## src/rtl/if_stage.sv

```systemverilog
// if_stage: instruction-fetch stage. Owns the program counter, presents the
// fetch address to a combinational instruction memory, and captures the
// returned word into the IF/ID pipeline register. Handles stall (hold),
// redirect (load target and flush IF/ID), and keeps a saturating count of
// instructions accepted into IF/ID for performance debug.
module if_stage #(
  parameter int unsigned          PC_W     = 10,
  parameter logic [PC_W-1:0]      RESET_PC = '0,
  parameter logic [31:0]          NOP_INS  = 32'h0000_0000
) (
  input  logic            clk,
  input  logic            rst,
  output logic [PC_W-1:0] pc,
  input  logic [31:0]     Ins,
  input  logic            stall,
  input  logic            redirect,
  input  logic [PC_W-1:0] redirect_pc,
  output logic [31:0]     if_id_ins,
  output logic [PC_W-1:0] if_id_pc,
  output logic [PC_W-1:0] if_id_pc4,
  output logic            if_id_valid,
  output logic            misalign_err,
  output logic [15:0]     fetch_cnt
);

  localparam logic [PC_W-1:0] PC_STEP = PC_W'(4);
  localparam logic [15:0]     CNT_MAX = 16'hFFFF;

  logic [PC_W-1:0] pc_q,        pc_d;
  logic [31:0]     ins_q,       ins_d;
  logic [PC_W-1:0] id_pc_q,     id_pc_d;
  logic [PC_W-1:0] id_pc4_q,    id_pc4_d;
  logic            valid_q,     valid_d;
  logic            mis_q,       mis_d;
  logic [15:0]     cnt_q,       cnt_d;

  logic [PC_W-1:0] pc_plus4;
  logic [PC_W-1:0] redirect_aligned;

  // Sequential address arithmetic; wraps naturally at 2^PC_W.
  assign pc_plus4         = pc_q + PC_STEP;
  // Low two bits are forced to zero so a bad target can never cause an
  // unaligned fetch; the misalignment is reported instead.
  assign redirect_aligned = {redirect_pc[PC_W-1:2], 2'b00};

  // Next-state selection with priority redirect > stall > advance.
  always_comb begin
    pc_d     = pc_q;
    ins_d    = ins_q;
    id_pc_d  = id_pc_q;
    id_pc4_d = id_pc4_q;
    valid_d  = valid_q;
    mis_d    = 1'b0;
    cnt_d    = cnt_q;
    if (redirect) begin
      // Flush drops the stalled or in-flight instruction; the IF/ID
      // address fields keep their last values.
      pc_d    = redirect_aligned;
      ins_d   = NOP_INS;
      valid_d = 1'b0;
      mis_d   = (redirect_pc[1:0] != 2'b00);
    end else if (!stall) begin
      pc_d     = pc_plus4;
      ins_d    = Ins;
      id_pc_d  = pc_q;
      id_pc4_d = pc_plus4;
      valid_d  = 1'b1;
      if (cnt_q != CNT_MAX) begin
        cnt_d = cnt_q + 16'd1;
      end
    end
  end

  // State registers with synchronous reset overriding all other requests.
  always_ff @(posedge clk) begin
    if (rst) begin
      pc_q     <= {RESET_PC[PC_W-1:2], 2'b00};
      ins_q    <= NOP_INS;
      id_pc_q  <= '0;
      id_pc4_q <= PC_STEP;
      valid_q  <= 1'b0;
      mis_q    <= 1'b0;
      cnt_q    <= '0;
    end else begin
      pc_q     <= pc_d;
      ins_q    <= ins_d;
      id_pc_q  <= id_pc_d;
      id_pc4_q <= id_pc4_d;
      valid_q  <= valid_d;
      mis_q    <= mis_d;
      cnt_q    <= cnt_d;
    end
  end

  assign pc           = pc_q;
  assign if_id_ins    = ins_q;
  assign if_id_pc     = id_pc_q;
  assign if_id_pc4    = id_pc4_q;
  assign if_id_valid  = valid_q;
  assign misalign_err = mis_q;
  assign fetch_cnt    = cnt_q;

endmodule

```

## config.mk

```make
export PLATFORM = sky130hd
export DESIGN_NAME = if_stage
export DESIGN_NICKNAME = d
export VERILOG_FILES = /design/src/rtl/if_stage.sv
export SDC_FILE = /design/constraint.sdc
export NUM_CORES = 1
export LEC_CHECK = 0
export CAP_MARGIN = 25
export CELL_PAD_IN_SITES_DETAIL_PLACEMENT = 1
export CELL_PAD_IN_SITES_GLOBAL_PLACEMENT = 1
export CORE_ASPECT_RATIO = 1.2
export CORE_MARGIN = 4
export CORE_UTILIZATION = 31
export CTS_CLUSTER_DIAMETER = 40
export CTS_CLUSTER_SIZE = 28
export DETAILED_ROUTE_END_ITERATION = 7
export GPL_ROUTABILITY_DRIVEN = 0
export GPL_TIMING_DRIVEN = 0
export HOLD_SLACK_MARGIN = 0.03
export PLACE_DENSITY = 0.85
export SYNTH_ARGS = -nofsm -noshare
export SYNTH_HDL_FRONTEND = slang
export SYNTH_SLANG_ARGS = --single-unit
```

## constraint.sdc

```tcl
create_clock -name clk -period 2.05 [get_ports clk]
set_clock_uncertainty 0.05 [all_clocks]
set_input_delay 0.3075 -clock clk [delete_from_list [all_inputs] [get_ports clk]]
set_output_delay 0.3075 -clock clk [all_outputs]
set_load 0.02 [all_outputs]
```

==> metrics.json, run 1 <==
{
  "outcome": "finished, final reports clean",
  "top_level_ports": 126,
  "cts_sinks": 74,
  "power_frac_seq_pct": 45.1,
  "grt_pass1_vias": 3023,
  "combPwrFrac_pct": 13.6,
  "synth_area_um2": 3090,
  "hold_class": "primary input to flop",
  "floorplan.initialDensity_pct": 32.2,
  "final_hold_viol_count": 0,
  "yosys.cell_types.count": 39,
  "post_synth_xor_area_fraction_pct": 3.12,
  "final-max-slew-violation-count": 0,
  "clockRootBuffer": "sky130_fd_sc_hd__clkbuf_16",
  "combinational_family_with_the_most_area_after_synthesis": "simple AND/OR/NAND/NOR gates",
  "routedWlPerCell_um": 15.5,
  "clock_tree.htree_level_count": 3,
  "cts_tree": "built",
  "required_ns": 2.19,
  "finalSetupViolations": 0,
  "timing.fmax_ghz": 0.524,
  "global_route_overflow": 0,
  "synthCells": 335,
  "num-fill-cells": 1131,
  "fin_tns_setup_ns": 0,
  "postSynthAreaPerCell_um2": 9.23,
  "drt-vias-per-instance": 4.84,
  "rsz0062_at_grt": "false",
  "cts_buffers": 9,
  "regToRegStartpoint": "fetch_cnt[0]",
  "fp-row-count": 39,
  "p_leak_nw": 1.78,
  "drc_errors": 0,
  "startpoint_type": "flop",
  "timing.reg2reg.setup_slack_ns": 0.14,
  "worst_setup_hold_path_clk_slew_ns": 0.05,
  "yosysSeqAreaShare_pct": 47.9,
  "numnets_final": 516,
  "layout_commonest_cell": "sky130_fd_sc_hd__clkdlybuf4s50_1",
  "ctsLongestPathBuffers": 2,
  "pin_count_of_the_biggest_net_entering_global_routing": 12,
  "worst_r2r_path_depth": 7,
  "insertion_delay_ns": 0.33,
  "insertedDiodeCount": 0,
  "place_hpwl_um": 7000,
  "cp.arrival_ns": 2.05,
  "area_growth_syn_to_layout_pct": 52.1,
  "synth_enable_flop_cells": 0,
  "max_cap_violations": 0,
  "crit-reg2reg-capture": "fetch_cnt[1]",
  "switchingPower_mw": 0.821,
  "port_buffers": 116,
  "vias": 2885,
  "whs_path_depth": 2,
  "synth_adder_area_share_pct": 0.809,
  "hold-path-endpoint": "if_id_pc4[2]",
  "drt-initial-drc-count": 75,
  "power_frac_clock_pct": 41.3,
  "synth_area_in_simple_gates_pct": 18.6,
  "power-per-cell-area_nw_per_um2": 722,
  "max_slew_margin_pct": 62.4,
  "final_layout_size_suffix_gt1_share_pct": 7.82,
  "synth.ff_latch_count": 74,
  "period_share_pct": 93.0,
  "antenna_violations_before_repair": 0,
  "sw_frac_of_total_pct": 24.2,
  "holdBufCountCts": 0,
  "vdd.ir_drop.worst_v": 0.000377,
  "ys.flop_type": "sky130_fd_sc_hd__dfxtp_1",
  "synth_compound_gate_area_share_pct": 12.6,
  "setup.worst_path.class": "flop to flop",
  "antenna_left": 0,
  "crit_fanout": 10,
  "setup.worst_path.end_class": "flop",
  "die_area_um2": 11600,
  "worst-slew-pin-transition_ns": 0.563,
  "post_synth_arst_share_pct": 0,
  "groute.usage.overall_pct": 15.9,
  "total_power_mw": 3.39,
  "finalWorstPathRequiredPeriod_ns": 1.91,
  "detailedRoute.firstPassIterationCount": 4,
  "layout.cells.most_common_list": "116 x sky130_fd_sc_hd__clkdlybuf4s50_1, 72 x sky130_fd_sc_hd__dfxtp_1, 47 x sky130_fd_sc_hd__nor2_1",
  "synthMuxAreaShare_pct": 11.3,
  "global_route_wire_length_before_repair_um": 14800,
  "die-height_um": 117,
  "cell_internal_pwr_mw": 2.57,
  "worstHoldStart": "rst",
  "core-area_um2": 9610,
  "die_wd_um": 99.2,
  "postRouteWirelength_um": 9240,
  "warning_count_from_the_yosys_run": 0
}
-- synth_stat cells, types with 3 or more instances --
cell type	count	area share (%)
sky130_fd_sc_hd__dfxtp_1	74	48
sky130_fd_sc_hd__nor2_1	47	5.7
sky130_fd_sc_hd__mux2i_1	35	11
sky130_fd_sc_hd__nand2_1	30	3.6
sky130_fd_sc_hd__a21oi_1	26	4.2
sky130_fd_sc_hd__clkbuf_1	15	1.8
sky130_fd_sc_hd__or3_1	12	2.4
sky130_fd_sc_hd__xor2_1	8	2.3
sky130_fd_sc_hd__o21ai_1	7	1.1
sky130_fd_sc_hd__buf_4	6	1.5
sky130_fd_sc_hd__o21ai_0	6	0.97
sky130_fd_sc_hd__inv_1	5	0.61
sky130_fd_sc_hd__nand3_1	5	0.81
sky130_fd_sc_hd__nand4_1	5	1.0
sky130_fd_sc_hd__o31ai_1	5	1.2
sky130_fd_sc_hd__or4_1	5	1.2
sky130_fd_sc_hd__a211oi_1	4	0.97
sky130_fd_sc_hd__a21oi_2	4	1.1
sky130_fd_sc_hd__buf_2	4	0.65
sky130_fd_sc_hd__nor3_1	3	0.49
sky130_fd_sc_hd__o21a_1	3	0.73
sky130_fd_sc_hd__xnor2_1	3	0.85
-- cells by family after synthesis --
logic type	count (synthesis)
adder cells (fa/ha/maj)	2
XOR/XNOR	11
AO/OA/AOI/OAI	61
other	1
AND/OR/NAND/NOR	119
multiplexers	35
flip-flops	74
buffers and inverters	32
-- state kept, by name (all words and copies together), names as in the netlist --
register / flops
if_id_pc4: 8
misalign_err: 1
fetch_cnt: 16
if_id_pc: 8
pc: 8
if_id_valid: 1
if_id_ins: 32
-- power groups by stage --
| stage | combinational (mW) | clock [mW] | sequential [mW] |
|---|---|---|---|
| 2_1_floorplan | 0.181 | 0 | 1.61 |
| 3_3_place_gp | 0.452 | 0 | 1.56 |
| 3_5_place_dp | 0.464 | 0 | 1.56 |
| 4_1_cts | 0.467 | 1.45 | 1.53 |
| 5_1_grt | 0.500 | 1.50 | 1.54 |
| 6_report | 0.462 | 1.40 | 1.53 |
-- per-layer routing --
metal  share of wire, %  vias up  track usage, %  wire [µm]
met5                  0        -               0          0
met4                2.3        0            7.69        208
met3                6.9       16            4.39        634
met2                 53       87            29.2       4940
met1                 37     1361            16.1       3460
li1                   -     1421               -          -
-- area by class of cell --
cell class              count  area, µm²  share of cell area (%)
inverters                   5       18.8                   0.399
plain buffers              27        153                    3.25
flip-flops and latches     74       1480                    31.6
clock inverters             3       15.0                   0.319
clock buffers              13        250                    5.32
well taps                 123        154                    3.27
repair buffers            117       1170                    24.8
multi-input cells         234       1460                    31.0
-- timing repair --
item,in CTS,in global routing
setup buffers,0,1
hold endpoints to repair,0,0
resized for setup,0,3
setup endpoints to repair,0,1
-- worst max-delay path, stage by stage (launching register included) --
cell and delay, ns:
sky130_fd_sc_hd__dfxtp_2 0.37, sky130_fd_sc_hd__ha_2 0.22, sky130_fd_sc_hd__nand4_1 0.16, sky130_fd_sc_hd__o41ai_4 0.40, sky130_fd_sc_hd__buf_6 0.20, sky130_fd_sc_hd__buf_12 0.13, sky130_fd_sc_hd__mux2i_1 0.18, sky130_fd_sc_hd__nor2_1 0.05
-- worst max-delay path by stage --
stage                       from            to  cells after the start
CTS                 fetch_cnt[0]  fetch_cnt[1]                      7
detailed placement  fetch_cnt[0]  fetch_cnt[1]                      7
floorplan           fetch_cnt[0]  fetch_cnt[1]                      7
global placement    fetch_cnt[0]  fetch_cnt[1]                      7
global route        fetch_cnt[8]  fetch_cnt[1]                      6
finish              fetch_cnt[0]  fetch_cnt[1]                      7
-- per-stage QoR --
stage	hold WS, ns	util (%)	cell area, µm²	setup WS [ns]	std cells
2_1_floorplan	0.400	-	3110	0.205	340
3_3_place_gp	0.387	46.0	4430	0.131	579
3_5_place_dp	0.392	46.0	4430	0.0891	579
4_1_cts	0.294	48.8	4690	0.0853	595
5_1_grt	0.352	48.9	4700	0.00850	596
6_report	0.292	48.9	4700	0.143	596
Power figures use the tool's default switching activity.
==> run 2: changes to the inputs <==
--- a/constraint.sdc
+++ b/constraint.sdc
@@ -3,3 +3,3 @@
 set_input_delay 0.3075 -clock clk [delete_from_list [all_inputs] [get_ports clk]]
 set_output_delay 0.3075 -clock clk [all_outputs]
-set_load 0.02 [all_outputs]
+set_load 0.01 [all_outputs]
==> results of run 2 <==
The final DEF is identical to that of run 1. Status: finished, final reports clean.
Main changes from that run: total power 3.39 mW -> 3.35 mW
==> run 3: changes to the inputs <==
Settings changed: CTS_CLUSTER_DIAMETER 40 to 80, RECOVER_POWER from default to 100.
==> run 3 against run 2 <==
  * Die area stayed put
  * Clock-buffer cell count unchanged
  * Maximum frequency grew 1.2%
  * Largest power group unchanged
  * Wire length is essentially flat
  * Final area shrank 0.27%
  * Sequential share of layout area grew 0.084 points
  * Non-clock buffer count unchanged
  * Global-route usage stayed put
  * Combinational power shrank 4%
  * Critical endpoint unchanged
  * Largest cell class unchanged
  * Register-to-register slack improved by 0.02 ns
==> metrics.json, run 3 (same netlist as run 1, synthesis figures left out) <==
{
  "core-area_um2": 9610,
  "antenna_left": 0,
  "worst_hold_slack_ns": 0.295,
  "antenna_violations_before_repair": 0,
  "groute.usage.overall_pct": 15.9,
  "fin_tns_setup_ns": 0,
  "clock_tree.htree_level_count": 3,
  "power-per-cell-area_nw_per_um2": 712,
  "global_route_wire_length_before_repair_um": 14800,
  "placed_cells_incl_taps": 579,
  "max_cap_violations": 0,
  "hold_class": "primary input to flop",
  "outcome": "finished, final reports clean",
  "postRouteWirelength_um": 9250,
  "numnets_final": 516,
  "worst_setup_hold_path_clk_slew_ns": 0.05,
  "finalSetupViolations": 0,
  "required_ns": 2.19,
  "final_hold_viol_count": 0,
  "max_slew_margin_pct": 59.9,
  "period_share_pct": 91.9,
  "instances_no_fill": 596,
  "setup_slack_of_the_critical_path_after_layout_ns": 0.166,
  "drt-vias-per-instance": 4.83,
  "routedWlPerCell_um": 15.5,
  "port_buffers": 116,
  "layout_commonest_cell": "sky130_fd_sc_hd__dfxtp_1",
  "fp-row-count": 39,
  "vias": 2881,
  "timing.fmax_ghz": 0.531,
  "detailedRoute.firstPassIterationCount": 4,
  "insertion_delay_ns": 0.33,
  "insertedDiodeCount": 0,
  "vdd.ir_drop.worst_v": 0.000375,
  "top_level_ports": 126,
  "pre_cts_slack_ns": 0.0891,
  "cts_tree": "built",
  "post-route-util_pct": 48.8,
  "final_layout_size_suffix_gt1_share_pct": 7.19,
  "clockRootBuffer": "sky130_fd_sc_hd__clkbuf_16",
  "setup.worst_path.end_class": "flop",
  "final-max-slew-violation-count": 0,
  "place_hpwl_um": 7000,
  "grt_pass1_vias": 3023,
  "ctsLongestPathBuffers": 2,
  "cts_sinks": 74,
  "area_growth_syn_to_layout_pct": 51.7,
  "drc_errors": 0,
  "startpoint_type": "flop",
  "largest_register_ff_count": 32,
  "die-height_um": 117,
  "setup.worst_path.class": "flop to flop",
  "die_wd_um": 99.2,
  "crit_fanout": 10,
  "pin_count_of_the_biggest_net_entering_global_routing": 12,
  "p_leak_nw": 1.93,
  "rsz0062_at_grt": "false",
  "floorplan.initialDensity_pct": 32.2,
  "cp.arrival_ns": 2.02,
  "die_area_um2": 11600,
  "drt-initial-drc-count": 67,
  "holdBufCountCts": 0,
  "cts_buffers": 9,
  "layout.cells.most_common_list": "72 x sky130_fd_sc_hd__dfxtp_1, 61 x sky130_fd_sc_hd__clkdlybuf4s50_1, 55 x sky130_fd_sc_hd__dlygate4sd3_1",
  "global_route_overflow": 0,
  "finalWorstPathRequiredPeriod_ns": 1.88,
  "worst-slew-pin-transition_ns": 0.602
}
==> run 3: final timing paths <==
kind                startpoint            to  slack [ns]  depth (start not counted)
hold reg to reg    if_id_valid   if_id_valid        0.40                          2
setup / recovery  fetch_cnt[0]  fetch_cnt[1]        0.17                          7
hold / removal             rst  if_id_pc4[2]        0.29                          2
setup reg to reg  fetch_cnt[0]  fetch_cnt[1]        0.17                          7
==> run 3: layout make-up <==
type	instances	area, µm²
repair buffers	117	1160
fillers	1132	4920
flip-flops and latches	74	1480
clock buffers	13	250
plain buffers	27	151
inverters	5	18.8
well taps	123	154
clock inverters	3	15.0
multi-input cells	234	1450
==> run 3: layer usage <==
| metal | part of all wire (%) | track usage [%] | wire, µm |
|---|---|---|---|
| met1 | 38 | 16.1 | 3470 |
| met2 | 53 | 29.2 | 4950 |
| met5 | 0 | 0 | 0 |
| met3 | 6.9 | 4.39 | 637 |
| met4 | 2.1 | 7.69 | 190 |
==> run 3: critical path, cell delays in order, from the launching register on <==
cell and delay [ns]:
sky130_fd_sc_hd__dfxtp_2 0.37, sky130_fd_sc_hd__ha_2 0.22, sky130_fd_sc_hd__nand4_1 0.16, sky130_fd_sc_hd__o41ai_4 0.39
sky130_fd_sc_hd__buf_6 0.20, sky130_fd_sc_hd__buf_12 0.13, sky130_fd_sc_hd__mux2i_1 0.18, sky130_fd_sc_hd__nor2_1 0.05
==> run 3: stage by stage <==
| step | power (mW) | cell area, µm² |
|---|---|---|
| 6_report | 3.34 | 4690 |
| 5_1_grt | 3.48 | 4690 |
| 3_3_place_gp | 1.97 | 4430 |
| 4_1_cts | 3.40 | 4690 |
| 2_1_floorplan | 1.75 | 3110 |
| 3_5_place_dp | 1.98 | 4430 |
==> run 3: report_power, final <==
part           internal [mW]  leakage, nW  switching, mW
clock network          0.846        0.133          0.561
registers               1.49        0.604         0.0398
logic                  0.222         1.20          0.181
total                   2.56         1.93          0.782
==> run 3: repair_timing <==
| action | in CTS | in global routing |
|---|---|---|
| hold endpoints to repair | 0 | 0 |
| setup endpoints to repair | 0 | 1 |
| resized for setup | 0 | 3 |
| setup buffers | 0 | 1 |
